$ cat src/rtl/mem_arbiter.sv
// Two-requester arbiter sharing one memory line port between I-cache and D-cache.
// Optional ARB_ROUND_ROBIN_EN: alternate ties instead of fixed D-cache priority.
module mem_arbiter #(
    parameter int CACHE_LINE_SIZE     = 128,
    parameter int MEMORY_ADDRESS_SIZE = 32
) (
    input  logic                           clk,
    input  logic                           reset,
    input  logic                           ic_mem_enable,
    input  logic                           dc_mem_enable,
    input  logic                           ic_mem_op,
    input  logic                           dc_mem_op,
    input  logic                           ic_mem_op_done,
    input  logic                           dc_mem_op_done,
    input  logic [MEMORY_ADDRESS_SIZE-1:0] ic_mem_address,
    input  logic [MEMORY_ADDRESS_SIZE-1:0] dc_mem_address,
    input  logic [CACHE_LINE_SIZE-1:0]     ic_mem_data_in,
    input  logic [CACHE_LINE_SIZE-1:0]     dc_mem_data_in,
    output logic                           ic_mem_data_ready,
    output logic                           dc_mem_data_ready,
    output logic [CACHE_LINE_SIZE-1:0]     ic_mem_data_out,
    output logic [CACHE_LINE_SIZE-1:0]     dc_mem_data_out,
    output logic                           ic_memory_in_use,
    output logic                           dc_memory_in_use,
    output logic                           mem_enable,
    output logic                           mem_op,
    output logic [MEMORY_ADDRESS_SIZE-1:0] mem_address,
    output logic [CACHE_LINE_SIZE-1:0]     mem_data_in,
    input  logic                           mem_data_ready,
    input  logic [CACHE_LINE_SIZE-1:0]     mem_data_out,
    output logic [1:0]                     grant
);

    typedef enum logic [1:0] {
        IDLE     = 2'd0,
        WAIT_MEM = 2'd1,
        RESPOND  = 2'd2
    } state_t;

    state_t                         state_q, state_d;
    logic [1:0]                     grant_q, grant_d;
    logic                           mem_en_q, mem_en_d;
    logic                           mem_op_q, mem_op_d;
    logic [MEMORY_ADDRESS_SIZE-1:0] mem_addr_q, mem_addr_d;
    logic [CACHE_LINE_SIZE-1:0]     mem_din_q, mem_din_d;
    logic                           ic_rdy_q, ic_rdy_d;
    logic                           dc_rdy_q, dc_rdy_d;
    logic [CACHE_LINE_SIZE-1:0]     ic_dout_q, ic_dout_d;
    logic [CACHE_LINE_SIZE-1:0]     dc_dout_q, dc_dout_d;
    logic                           ic_use_q, ic_use_d;
    logic                           dc_use_q, dc_use_d;
    // 1 = D-cache was the last requester served to completion
    logic                           last_dc_q, last_dc_d;

    logic pick_dc;
    logic owner_dc;
    logic owner_en;
    logic owner_done;

`ifdef ARB_ROUND_ROBIN_EN
    assign pick_dc = dc_mem_enable && (!ic_mem_enable || !last_dc_q);
`else
    assign pick_dc = dc_mem_enable;
`endif

    assign owner_dc   = grant_q[1];
    assign owner_en   = owner_dc ? dc_mem_enable  : ic_mem_enable;
    assign owner_done = owner_dc ? dc_mem_op_done : ic_mem_op_done;

    always_comb begin
        state_d   = state_q;
        grant_d   = grant_q;
        mem_en_d  = mem_en_q;
        mem_op_d  = mem_op_q;
        mem_addr_d = mem_addr_q;
        mem_din_d = mem_din_q;
        ic_rdy_d  = ic_rdy_q;
        dc_rdy_d  = dc_rdy_q;
        ic_dout_d = ic_dout_q;
        dc_dout_d = dc_dout_q;
        ic_use_d  = ic_use_q;
        dc_use_d  = dc_use_q;
        last_dc_d = last_dc_q;

        unique case (state_q)
            IDLE: begin
                if (ic_mem_enable || dc_mem_enable) begin
                    state_d    = WAIT_MEM;
                    grant_d    = pick_dc ? 2'b10 : 2'b01;
                    mem_en_d   = 1'b1;
                    // I-cache never writes memory
                    mem_op_d   = pick_dc ? dc_mem_op : 1'b0;
                    mem_addr_d = pick_dc ? dc_mem_address : ic_mem_address;
                    mem_din_d  = pick_dc ? dc_mem_data_in : ic_mem_data_in;
                    ic_use_d   = pick_dc;
                    dc_use_d   = !pick_dc;
                end
            end
            WAIT_MEM: begin
                if (!owner_en) begin
                    state_d  = IDLE;
                    grant_d  = 2'b00;
                    mem_en_d = 1'b0;
                    ic_use_d = 1'b0;
                    dc_use_d = 1'b0;
                end else if (mem_data_ready) begin
                    state_d  = RESPOND;
                    mem_en_d = 1'b0;
                    if (owner_dc) begin
                        dc_rdy_d = 1'b1;
                        if (!mem_op_q) dc_dout_d = mem_data_out;
                    end else begin
                        ic_rdy_d  = 1'b1;
                        ic_dout_d = mem_data_out;
                    end
                end
            end
            RESPOND: begin
                if (owner_done || !owner_en) begin
                    state_d  = IDLE;
                    grant_d  = 2'b00;
                    ic_rdy_d = 1'b0;
                    dc_rdy_d = 1'b0;
                    ic_use_d = 1'b0;
                    dc_use_d = 1'b0;
                    if (owner_done) last_dc_d = owner_dc;
                end
            end
            default: begin
                state_d  = IDLE;
                grant_d  = 2'b00;
                mem_en_d = 1'b0;
                ic_rdy_d = 1'b0;
                dc_rdy_d = 1'b0;
                ic_use_d = 1'b0;
                dc_use_d = 1'b0;
            end
        endcase
    end

    always_ff @(posedge clk or negedge reset) begin
        if (!reset) begin
            state_q    <= IDLE;
            grant_q    <= 2'b00;
            mem_en_q   <= 1'b0;
            mem_op_q   <= 1'b0;
            mem_addr_q <= '0;
            mem_din_q  <= '0;
            ic_rdy_q   <= 1'b0;
            dc_rdy_q   <= 1'b0;
            ic_dout_q  <= '0;
            dc_dout_q  <= '0;
            ic_use_q   <= 1'b0;
            dc_use_q   <= 1'b0;
            last_dc_q  <= 1'b1;
        end else begin
            state_q    <= state_d;
            grant_q    <= grant_d;
            mem_en_q   <= mem_en_d;
            mem_op_q   <= mem_op_d;
            mem_addr_q <= mem_addr_d;
            mem_din_q  <= mem_din_d;
            ic_rdy_q   <= ic_rdy_d;
            dc_rdy_q   <= dc_rdy_d;
            ic_dout_q  <= ic_dout_d;
            dc_dout_q  <= dc_dout_d;
            ic_use_q   <= ic_use_d;
            dc_use_q   <= dc_use_d;
            last_dc_q  <= last_dc_d;
        end
    end

    assign grant             = grant_q;
    assign mem_enable        = mem_en_q;
    assign mem_op            = mem_op_q;
    assign mem_address       = mem_addr_q;
    assign mem_data_in       = mem_din_q;
    assign ic_mem_data_ready = ic_rdy_q;
    assign dc_mem_data_ready = dc_rdy_q;
    assign ic_mem_data_out   = ic_dout_q;
    assign dc_mem_data_out   = dc_dout_q;
    assign ic_memory_in_use  = ic_use_q;
    assign dc_memory_in_use  = dc_use_q;

endmodule

$ cat config.mk
export PLATFORM = sky130hd
export DESIGN_NAME = mem_arbiter
export DESIGN_NICKNAME = d
export VERILOG_FILES = /design/src/rtl/mem_arbiter.sv
export SDC_FILE = /design/constraint.sdc
export NUM_CORES = 1
export LEC_CHECK = 0
export ABC_AREA = 0
export ABC_CLOCK_PERIOD_IN_PS = 2700
export BUFFER_PORTS_ARGS = -buffer_cell sky130_fd_sc_hd__buf_2
export CAP_MARGIN = 20
export CORE_AREA = 2 2 339 341
export CTS_CLUSTER_DIAMETER = 100
export DETAILED_ROUTE_END_ITERATION = 16
export DIE_AREA = 0 0 341 343
export GPL_ROUTABILITY_DRIVEN = 0
export GPL_TIMING_DRIVEN = 0
export PLACE_DENSITY = 0.41
export SLEW_MARGIN = 20
export SYNTH_ARGS = -nofsm -noshare
export SYNTH_HDL_FRONTEND = slang
export SYNTH_SLANG_ARGS = --single-unit
$ cat constraint.sdc
create_clock -name clk -period 2.7 [get_ports clk]
set_clock_uncertainty 0.15 [all_clocks]
set_input_delay 0.27 -clock clk [delete_from_list [all_inputs] [get_ports clk]]
set_output_delay 0.27 -clock clk [all_outputs]
set_load 0.03 [all_outputs]
Word level (Yosys, flattened, before mapping)
Cells that the tools add are included.
W data, S select, Z words.
Storage, ports and cells
  register bits after elaboration: 426
  word-level logic and storage cells: 71
  output and inout bits: 424
  bits of input ports: 457
Operators by class
  equality and inequality tests: 10
  reductions and logical operators: 13
  bitwise logic cells: 4
  multiplexer cells: 32
Operator list (number)
  $mux W128: 1
  $mux W32: 1
  $mux W1: 16
  $pmux W1 S3: 5
  $reduce_and A5 Y1: 3
  $mux W2: 7
  $ne A2 B2 Y1 const B: 7
  $pmux W2 S3: 2
  $reduce_and A3 Y1: 3
  $not A1 Y1: 4
  $reduce_and A4 Y1: 1
  $ne A3 B3 Y1 const B: 1
  $eq A2 B1 Y1 const B: 1
  $eq A2 B2 Y1 const B: 1
  $logic_not A1 Y1: 2
  $logic_not A2 Y1: 1
  $logic_or A1 B1 Y1: 2
  $reduce_and A2 Y1: 1

Logic depth before layout (Yosys ltp)
  depth after elaboration: 5
  gate-level depth with buffers: 7
  depth with buffers taken out: 3

Worst setup path before layout
No wires, ideal clock.
  path type: register -> register
  start: reg ic_memory_in_use (netlist name)
  end: reg dc_dout_q[100] (netlist: dc_mem_data_out[100])
  clock period less this slack: 1.967 ns
  path buffers: 3
  arrival time: 1.689 ns
  slack: 0.733 ns
  library setup time: 0.127 ns
  stages on the path, launching flop included: 7
  required time: 2.423 ns
  path through: dfrtp_1 -> buf_2 -> nand2_1 -> nor3_2 -> buf_4 -> buf_6 -> mux2_1
RTL lines
  to (signal assigned): RTL line 166  | dc_dout_q <= dc_dout_d;
  to (decl): RTL line 49  | logic [CACHE_LINE_SIZE-1:0] dc_dout_q, dc_dout_d;

==> run_summary.xml <==
<?xml version="1.0" encoding="UTF-8"?>
<metrics>
  <group name="timing">
    <metric name="hold_viol" unit="">0</metric>
    <metric name="timing_max_transition_violations_final" unit="">0</metric>
    <metric name="worst_pin_slew" unit="ps">589.9</metric>
    <metric name="final.min_clock_period" unit="ps">2481</metric>
    <metric name="timing.max_slew.rel_slack" unit="%">60.67</metric>
    <metric name="final.setup.tns" unit="ps">0</metric>
    <metric name="finalSetupViolCount" unit="">0</metric>
    <metric name="grt_setup_unrepaired" unit="">no</metric>
    <metric name="holdWs" unit="ps">40.37</metric>
    <metric name="min_period_over_period" unit="%">91.88</metric>
    <metric name="max_freq" unit="GHz">0.4031</metric>
  </group>
  <group name="layout">
    <metric name="multi_input_comb_area" unit="mm^2">0.007041</metric>
    <metric name="regArea" unit="mm^2">0.01061</metric>
    <metric name="area_growth" unit="%">69.64</metric>
    <metric name="fillCellCount" unit="">11800</metric>
    <metric name="final_nets" unit="">2957</metric>
    <metric name="post_route_cells_drive_above_1_share" unit="%">59.46</metric>
  </group>
  <group name="clocking">
    <metric name="cts_htree_levels" unit="">2</metric>
    <metric name="tritoncts" unit="">yes</metric>
    <metric name="cts_root_buf" unit="">sky130_fd_sc_hd__clkbuf_16</metric>
    <metric name="max_clock_buf_depth" unit="">3</metric>
    <metric name="cts_sinks" unit="">424</metric>
    <metric name="cts-buffers-inserted" unit="">53</metric>
    <metric name="clk_pin_slew" unit="ps">60</metric>
    <metric name="ctsResizeCount" unit="">0</metric>
    <metric name="clk_latency" unit="ps">610</metric>
  </group>
  <group name="yosys">
    <metric name="synth_top_cells_by_count" unit="">424 x sky130_fd_sc_hd__dfrtp_1, 389 x sky130_fd_sc_hd__mux2_2, 110 x sky130_fd_sc_hd__mux2_1</metric>
    <metric name="ys_seq_area_share" unit="%">57.91</metric>
    <metric name="syn-num-nets" unit="">1565</metric>
    <metric name="mean_area_per_synthesized_cell" unit="um^2">16.54</metric>
    <metric name="synth.lib_cells_used.distinct" unit="">35</metric>
    <metric name="synth_top_area_share" unit="%">57.91</metric>
    <metric name="postSynthCellCount" unit="">1108</metric>
    <metric name="synth.largest_area_cell" unit="">sky130_fd_sc_hd__dfrtp_1</metric>
    <metric name="synth_enable_flop_cells" unit="">0</metric>
    <metric name="yosysMostFrequentCell" unit="">sky130_fd_sc_hd__dfrtp_1</metric>
    <metric name="syn-cell-area" unit="mm^2">0.01832</metric>
    <metric name="synthFlopType" unit="">sky130_fd_sc_hd__dfrtp_1</metric>
    <metric name="yosysWarnings" unit="">0</metric>
    <metric name="share_of_synthesized_registers_carrying_an_async_set_or_reset" unit="%">100.0</metric>
    <metric name="ys_seq_elements" unit="">424</metric>
    <metric name="netlist_top_cells_area" unit="">sky130_fd_sc_hd__dfrtp_1 58%, sky130_fd_sc_hd__mux2_2 24%, sky130_fd_sc_hd__mux2_1 6.8%, sky130_fd_sc_hd__mux2_4 6.4%, sky130_fd_sc_hd__buf_6 1.4%</metric>
  </group>
  <group name="floorplan">
    <metric name="die-area" unit="mm^2">0.1170</metric>
    <metric name="die-height" unit="um">343</metric>
    <metric name="initial_utilization" unit="%">16.15</metric>
    <metric name="top_level_ports" unit="">881</metric>
    <metric name="die_width" unit="um">341</metric>
    <metric name="row_count" unit="">124</metric>
    <metric name="design.core.area" unit="mm^2">0.1134</metric>
  </group>
  <group name="grt">
    <metric name="wire_length_of_the_first_global_routing_pass" unit="mm">105.3</metric>
    <metric name="overflow" unit="">0</metric>
    <metric name="met2_usage" unit="%">21.25</metric>
    <metric name="grt_use_total" unit="%">11.93</metric>
    <metric name="met1_usage" unit="%">13.68</metric>
    <metric name="grt_antenna_before_repair" unit="">5</metric>
    <metric name="grt.busiest_layer" unit="">met2</metric>
    <metric name="grt_util_met3" unit="%">3.214</metric>
    <metric name="first_global_vias" unit="">16610</metric>
    <metric name="grt_max_degree" unit="">99</metric>
  </group>
  <group name="setup_path">
    <metric name="worstPathRequired" unit="ps">3090</metric>
    <metric name="critical_path_buf_inv_count" unit="">2</metric>
    <metric name="setup_slack_of_the_worst_register_to_register_path" unit="ps">220</metric>
    <metric name="timing.critical_path.to" unit="">state_q[1]</metric>
    <metric name="kind_of_end_point_of_the_critical_path" unit="">flip-flop</metric>
    <metric name="arrival" unit="ps">2870</metric>
    <metric name="critical_path.cell_chain" unit="">buf_2, mux2_2, dlygate4sd3_1, or3b_2, a21oi_1</metric>
    <metric name="crit_cells" unit="">5</metric>
    <metric name="slowest_stage" unit="">sky130_fd_sc_hd__dlygate4sd3_1</metric>
    <metric name="startpoint" unit="">ic_memory_in_use</metric>
    <metric name="timing.rr.end" unit="">state_q[1]</metric>
    <metric name="start_kind" unit="">flip-flop</metric>
    <metric name="r2r_cells" unit="">5</metric>
    <metric name="crit_path_max_fanout" unit="">10</metric>
    <metric name="worst_path_largest_cell_delay" unit="ps">570</metric>
    <metric name="timing_worst_setup_path_type" unit="">flip-flop to flip-flop</metric>
    <metric name="rr_startpoint" unit="">ic_memory_in_use</metric>
    <metric name="critPathTopFamily" unit="">buffers and inverters</metric>
  </group>
  <group name="detailed_routing">
    <metric name="routed_antenna_nets" unit="">0</metric>
    <metric name="routed_wire_length_per_instance" unit="um">17.94</metric>
    <metric name="routed_via_density" unit="">3.669</metric>
    <metric name="drtIter0Drc" unit="">414</metric>
    <metric name="drt_first_pass_iters" unit="">4</metric>
    <metric name="wl" unit="mm">72.78</metric>
    <metric name="post-route-drc-count" unit="">0</metric>
    <metric name="dr_total_vias" unit="">14880</metric>
  </group>
  <group name="power_and_ir_drop">
    <metric name="worst_ir_drop_vdd" unit="V">0.0007213</metric>
    <metric name="cellPowerDensity" unit="mW/mm^2">1159</metric>
    <metric name="power.leakage" unit="nW">14.54</metric>
  </group>
  <group name="placed_design">
    <metric name="buffer_ports.inserted" unit="">878</metric>
    <metric name="dpl.hpwl" unit="mm">56.30</metric>
  </group>
  <group name="run">
    <metric name="cap_viol_max_count" unit="">0</metric>
  </group>
  <group name="run_status">
    <metric name="run_status" unit="">finished clean</metric>
  </group>
  <group name="min_path">
    <metric name="worstHoldStart" unit="">ic_mem_data_in[100]</metric>
    <metric name="holdCritPathClass" unit="">input port to flip-flop</metric>
  </group>
</metrics>
[routing by layer]
| layer | share of wire [%] | wire length [um] |
|---|---|---|
| met5 | 0 | 0 |
| met4 | 3.1 | 2277 |
| met3 | 7.5 | 5432 |
| met2 | 51 | 37470 |
| met1 | 38 | 27590 |
[registers in the layout, indices dropped and copies added (netlist names)]
name / cells
ic_mem_data_ready: 1
state_q: 2
mem_op: 1
mem_address: 32
ic_memory_in_use: 1
dc_mem_data_out: 128
mem_enable: 1
ic_mem_data_out: 128
mem_data_in: 128
grant: 1
dc_mem_data_ready: 1
[metrics by stage]
step,setup slack [ps],area (um^2),power [mW],util [%],std cells
floorplan,733.3,18320,22.35,-,1108
global route,52.68,31080,37.91,27.40,4055
detailed placement,-3.864,24730,28.54,21.80,3502
finish,219.2,31080,36.04,27.40,4056
global placement,-7434,24610,28.36,21.70,3498
CTS,112.3,31080,36.63,27.40,4055
[what timing repair did]
item,4_1_cts,5_1_grt
hold endpoints to repair,662,0
hold buffers,455,0
endpoints found under the setup margin,0,0
buffers inserted,0,0
[layout make-up]
cell class	count	share of cell area (%)
diodes	1	0.008052
plain buffers	70	2.114
clock buffers	69	4.654
clock inverters	29	1.063
inverters	4	0.04831
multi-input cells	610	22.65
flip-flops and latches	424	34.14
well taps	1512	6.087
repair buffers	1337	29.24
[worst register-to-register path, stage by stage, from the launching register on]
cell and delay [ps]:
sky130_fd_sc_hd__dfrtp_1 470, sky130_fd_sc_hd__buf_2 260, sky130_fd_sc_hd__mux2_2 370, sky130_fd_sc_hd__dlygate4sd3_1 570, sky130_fd_sc_hd__or3b_2 440, sky130_fd_sc_hd__a21oi_1 130
[cell families (layout without fill, tap and decap cells)]
family          count (synthesis)  in the layout  share of synthesized area, %
flops                         424            424                         57.91
other cells                     0              1                             0
simple gates                   16             16                        0.6352
mux                           578            578                         37.12
compound gates                 16             16                        0.6760
buf+inv                        74           1509                         3.660
[worst min-delay path by stage]
stage | end | slack (ps) | depth (start not counted)
final | mem_data_in[100] | 40 | 3
after floorplan | dc_mem_data_out[0] | -180 | 0
after CTS | dc_mem_data_out[62] | 40 | 3
after global routing | dc_mem_data_out[62] | 60 | 3
after detailed placement | dc_mem_data_out[62] | 70 | 1
after global placement | dc_mem_data_out[21] | 320 | 1
[power breakdown]
part / internal, mW / switching, mW
clock network: 4.27 / 2.96
registers: 9.59 / 1.71
logic: 6.47 / 11.0
total: 20.3 / 15.7
[layout by cell type (no fill, tap or decap), drive strengths merged]
cell type and n:
nand2b 3, nor4b 1, o31ai 2, diode 1, nor2b 1, o22ai 1, a21o 2, nor3 1
clkinvlp 5, dlygate4sd3 454, bufinv 5, mux2 577, dfrtp 424, a21boi 1, nor2 3, o21a 2
buf 951, nand2 3, clkinv 19, a221o 1, a311oi 1, nand3b 1, nor4 1, a32o 1
inv 4, o21ai 3, mux2i 1, nand3 1, a21oi 2, clkbuf 71, or3b 1
Note: power is estimated with default switching activity, not from simulation.
